--- src/rtl/pipe_reg_chain.sv ---
// Parametrised pipeline register chain: WIDTH-bit payload plus valid per stage,
// with a global stall (hold) and a per-stage flush (kill) for hazard handling.
module pipe_reg_chain #(
    parameter int               WIDTH     = 64,
    parameter int               STAGES    = 2,
    parameter logic [WIDTH-1:0] RESET_VAL = '0
) (
    input  logic                            clk,
    input  logic                            reset,
    input  logic                            stall,
    input  logic [STAGES-1:0]               flush,
    input  logic                            in_valid,
    input  logic [WIDTH-1:0]                in_data,
    output logic                            out_valid,
    output logic [WIDTH-1:0]                out_data,
    output logic [STAGES-1:0]               stage_valid,
    output logic [$clog2(STAGES+1)-1:0]     occupancy
);

    localparam int OCC_W = $clog2(STAGES + 1);

    generate
        if (STAGES < 1) begin : g_bad_stages
            $error("pipe_reg_chain: STAGES must be at least 1");
        end
    endgenerate

    logic [STAGES-1:0] v;
    logic [WIDTH-1:0]  d [STAGES];

    // A stalled stage holds unless flagged; an advancing stage takes its
    // predecessor unless that predecessor was flagged. Reset overrides both.
    always_ff @(posedge clk) begin
        if (reset) begin
            v <= '0;
            for (int k = 0; k < STAGES; k++) begin
                d[k] <= RESET_VAL;
            end
        end else if (stall) begin
            for (int k = 0; k < STAGES; k++) begin
                if (flush[k]) begin
                    v[k] <= 1'b0;
                    d[k] <= RESET_VAL;
                end
            end
        end else begin
            v[0] <= in_valid;
            d[0] <= in_data;
            for (int k = 1; k < STAGES; k++) begin
                if (flush[k-1]) begin
                    v[k] <= 1'b0;
                    d[k] <= RESET_VAL;
                end else begin
                    v[k] <= v[k-1];
                    d[k] <= d[k-1];
                end
            end
        end
    end

    assign out_valid   = v[STAGES-1];
    assign out_data    = d[STAGES-1];
    assign stage_valid = v;

    always_comb begin
        occupancy = '0;
        for (int k = 0; k < STAGES; k++) begin
            occupancy = occupancy + OCC_W'(v[k]);
        end
    end

endmodule

--- config.mk ---
export PLATFORM = sky130hd
export DESIGN_NAME = pipe_reg_chain
export DESIGN_NICKNAME = d
export VERILOG_FILES = /design/src/rtl/pipe_reg_chain.sv
export SDC_FILE = /design/constraint.sdc
export NUM_CORES = 1
export LEC_CHECK = 0
export CELL_PAD_IN_SITES_DETAIL_PLACEMENT = 1
export CELL_PAD_IN_SITES_GLOBAL_PLACEMENT = 2
export CORE_ASPECT_RATIO = 0.5
export CORE_UTILIZATION = 33
export DETAILED_ROUTE_END_ITERATION = 8
export PLACE_DENSITY_LB_ADDON = 0.1
export SLEW_MARGIN = 20
export SYNTH_ARGS = -nofsm -noshare
export SYNTH_HDL_FRONTEND = slang
export SYNTH_SLANG_ARGS = --single-unit
--- constraint.sdc ---
create_clock -name clk -period 2.9 [get_ports clk]
set_input_delay 0.435 -clock clk [delete_from_list [all_inputs] [get_ports clk]]
set_output_delay 0.435 -clock clk [all_outputs]
set_load 0.01 [all_outputs]
==> results summary <==
The initial antenna violation count came out at 0. The number of cells on the worst reg-to-reg path is 2. The mean number of vias per cell came out at 4.17. The largest vdd supply drop is 0.414 mV.

The die span in y came out at 87.6 um. The largest net degree at the start of global routing came out at 65. The origin of the worst setup path is stage_valid[0].

The clock period minus worst slack is 2010 ps. The longest individual stage delay on the worst path came out at 540 ps. The cell count along the critical path came out at 2.

The largest individual stage delay along the critical path comes from the cell sky130_fd_sc_hd__clkdlybuf4s50_1. The share of the clock period used by the worst path after layout is 0.694. The congestion estimate from routability-driven global placement came to 0.704. The overall routing resource usage is 0.135.

The wire length of the first global-routing pass is 14900 um. The clock-pin slew on the worst setup and hold paths is 60 ps. The number of clock buffers added by TritonCTS is 17.

Counting the fill cells in the layout gives 1358. Broken down by cell family, the worst path's largest delay share belongs to buffers and inverters. The layout-stage area growth over the synthesis result is 45.2%. Synthesis produced a netlist with a net count of 353. After synthesis, the cell types taking the most area are sky130_fd_sc_hd__edfxtp_1, sky130_fd_sc_hd__and2_1, sky130_fd_sc_hd__clkbuf_2. Summing every instance area after synthesis gives 0.00484 mm^2. The number of library cell types mapped by synthesis is 16. For the final database, setup skew stands at 7.25 ps. The min-delay analysis places its worst path in the category reg2reg. The number of instances in the synthesized netlist came out at 282. Summed over all cells, the static leakage comes to 2.70 nW. The area of the placeable core is 0.0139 mm^2. The number of diodes came out at 0. For this block, the initial DRC count from the detailed router was 108. The max-capacitance violation count is 0. Setup repair after global routing left no endpoint under its margin. The combinational family with the most area after synthesis is simple AND/OR/NAND/NOR gates. The initial core utilization came out at 0.347.

The slew at the pin closest to its max-slew limit came out at 813 ps. The fmax came out at 497 MHz. The share of the core filled with cells in the final layout is 0.505. The share of the Yosys chip area taken by registers is 0.803. The floorplan step defined a die boundary enclosing 0.0152 mm^2.

The portion of synthesized area spent on multiplexers is 0. STA classifies the critical path startpoint as a register. The endpoint identified for the worst register-to-register timing path is stage_valid[1]. The final layout net count is 501. Data on the critical path is required at its endpoint by 2470 ps. The layout cell share with drive strength beyond 1 came out at 0.0903. The later pin in the worst-skew pair is clocked with a latency of 410 ps. The area share of and/or/nand/nor cells after synthesis is 0.175. The count of clock tree sinks is 130. The share of the synthesized netlist area taken by xor and xnor gates came out at 0. From left edge to right edge, the die measures 173 um.

The number of buffer and inverter stages on the critical path came out at 1. Of all cell types, the one taking the most synthesized area is sky130_fd_sc_hd__edfxtp_1. The floorplan has 30 rows. Of the post-synthesis cell area, the dominant cell type holds 0.794. The worst setup path is captured at an output pin. The quantity of I/O buffers inserted on ports is 138. The number of warning messages in the yosys log came out at 0. The number of search-and-repair iterations in the first detailed-routing pass is 4. Clock tree synthesis selected as its root buffer the cell sky130_fd_sc_hd__clkbuf_16. The signal on the critical path passes through ha_1, clkdlybuf4s50_1. TritonCTS built the clock tree. The worst hold slack after final layout came out at 512 ps. Detailed placement ended at an HPWL of 6500 um. The number of buffers inserted for hold repair after clock tree synthesis is 0.

The arrival time of data at the critical path endpoint is 1580 ps. Post-CTS timing repair inserted 0 buffers for setup. Dividing total power by cell area gives a power density of 650 mW/mm^2. The post-cts resize count is 0. The remaining antenna violation count is 0. The number of endpoints failing setup at the final stage is 0. The type of the worst setup path is reg2out. In the routed design, unresolved DRC markers number 0. The aggregate negative setup slack came out at 0 ps. The routed wire length came out at 9670 um.

After detailed placement, the total cell area comes to 0.00645 mm^2. The critical path ends at occupancy[0]. The worst slew slack as a fraction of its limit is 0.458. CTS built an H-tree with a depth of 4.

The adder-cell share of the synthesized area came out at 0.00259. The average cell area after synthesis came out at 17.2 um^2. The compound-gate portion of the synthesized area is 0.00388. The flow ran to the end, and the final reports show no timing, DRC or antenna violations. The number of pins exceeding their max-slew limit in the final report is 0. The total via count in the routed design is 2647. The mean routed wirelength per cell came out at 15.2 um. Summing all non-filler instances in the final layout gives an area of 0.00703 mm^2. The origin of the critical flop-to-flop path is stage_valid[1].

The number of endpoints with negative hold slack in the final report is 0. The minimum setup slack among reg-to-reg paths is 2000 ps. The maximum fanout encountered on the critical timing path is 4. The I/O pin count came out at 139. In this run the deepest clock path goes through 2 buffers. The total congestion overflow after global routing came out at 0. The via count of the first global-routing pass came out at 2907. The synthesized flop and latch total is 130.
==> cell usage after synthesis <==
cell type	count
sky130_fd_sc_hd__and2_1	128
sky130_fd_sc_hd__edfxtp_1	128
sky130_fd_sc_hd__clkbuf_2	10
sky130_fd_sc_hd__buf_4	2
sky130_fd_sc_hd__clkbuf_1	2
sky130_fd_sc_hd__dfxtp_1	2
sky130_fd_sc_hd__a31o_2	1
sky130_fd_sc_hd__a32o_1	1
sky130_fd_sc_hd__ha_1	1
sky130_fd_sc_hd__inv_1	1
sky130_fd_sc_hd__nand2_1	1
sky130_fd_sc_hd__nand2b_1	1
sky130_fd_sc_hd__nor2_1	1
sky130_fd_sc_hd__nor2b_1	1
sky130_fd_sc_hd__nor3_4	1
sky130_fd_sc_hd__nor4bb_1	1
==> kinds of logic (layout without fill, tap and decap cells) <==
| group | after synthesis | in the layout |
|---|---|---|
| flip-flops | 130 | 130 |
| AND/OR/NAND/NOR | 134 | 134 |
| AO/OA/AOI/OAI | 2 | 2 |
| adder cells (fa/ha/maj) | 1 | 1 |
| buffers and inverters | 15 | 176 |
==> report_power, final <==
part           switching, mW  internal, mW  leakage, nW
Combinational          0.120         0.189        0.949
Sequential            0.0279          2.18         1.49
Clock                  0.789          1.26        0.265
==> flip-flops by register name, summed over array words and instances, names as in the netlist <==
name         flops
d              128
stage_valid      2
==> through the flow <==
| stage | setup slack (ps) | total power, mW | instances |
|---|---|---|---|
| 6_report | 887 | 4.57 | 635 |
| 3_3_place_gp | 536 | 2.55 | 603 |
| 4_1_cts | 837 | 4.64 | 635 |
| 3_5_place_dp | 486 | 2.56 | 603 |
| 5_1_grt | 821 | 4.73 | 635 |
| 2_1_floorplan | 417 | 2.34 | 282 |
==> cells in the final DEF (no fill, tap or decap), types with 2 or more instances in the layout <==
master                            netlist  layout
sky130_fd_sc_hd__edfxtp_1             128     128
sky130_fd_sc_hd__and2_1               128     128
sky130_fd_sc_hd__clkbuf_16              0      17
sky130_fd_sc_hd__clkinv_2               0       3
sky130_fd_sc_hd__clkdlybuf4s50_1        0     138
sky130_fd_sc_hd__buf_4                  2       4
sky130_fd_sc_hd__dfxtp_1                2       2
sky130_fd_sc_hd__clkbuf_1               2       2
sky130_fd_sc_hd__bufinv_16              0       2
sky130_fd_sc_hd__clkinv_4               0       2
sky130_fd_sc_hd__clkinvlp_4             0       5
==> worst min-delay path by stage <==
stage / endpoint / cells after the start / start
4_1_cts: d[1][16] / 1 / d[0][16]
6_report: d[1][16] / 1 / d[0][16]
5_1_grt: d[1][47] / 1 / d[0][47]
3_3_place_gp: d[1][50] / 1 / d[0][50]
2_1_floorplan: d[1][0] / 1 / d[0][0]
3_5_place_dp: d[1][23] / 1 / d[0][23]
==> metal layers <==
metal,share of wire,track usage,vias up
met5,0,0,-
met4,0.0099,0.0555,0
met3,0.088,0.0686,7
met2,0.49,0.234,88
met1,0.41,0.143,1271
li1,-,-,1281
==> worst register-to-register path: stages (launching register included) <==
cell	delay, ps
sky130_fd_sc_hd__dfxtp_1	380
sky130_fd_sc_hd__nor4bb_1	310
sky130_fd_sc_hd__a31o_2	150
==> final cells by class <==
type / count / area [um^2] / share of cell area
Clock buffer: 19 / 433 / 0.0616
Clock inverter: 13 / 139 / 0.0198
Inverter: 1 / 3.75 / 0.000534
Multi-Input combinational cell: 137 / 896 / 0.127
Sequential cell: 130 / 3880 / 0.553
Tap cell: 192 / 240 / 0.0342
Timing Repair Buffer: 143 / 1430 / 0.204
(Power assumes the default switching activity.)
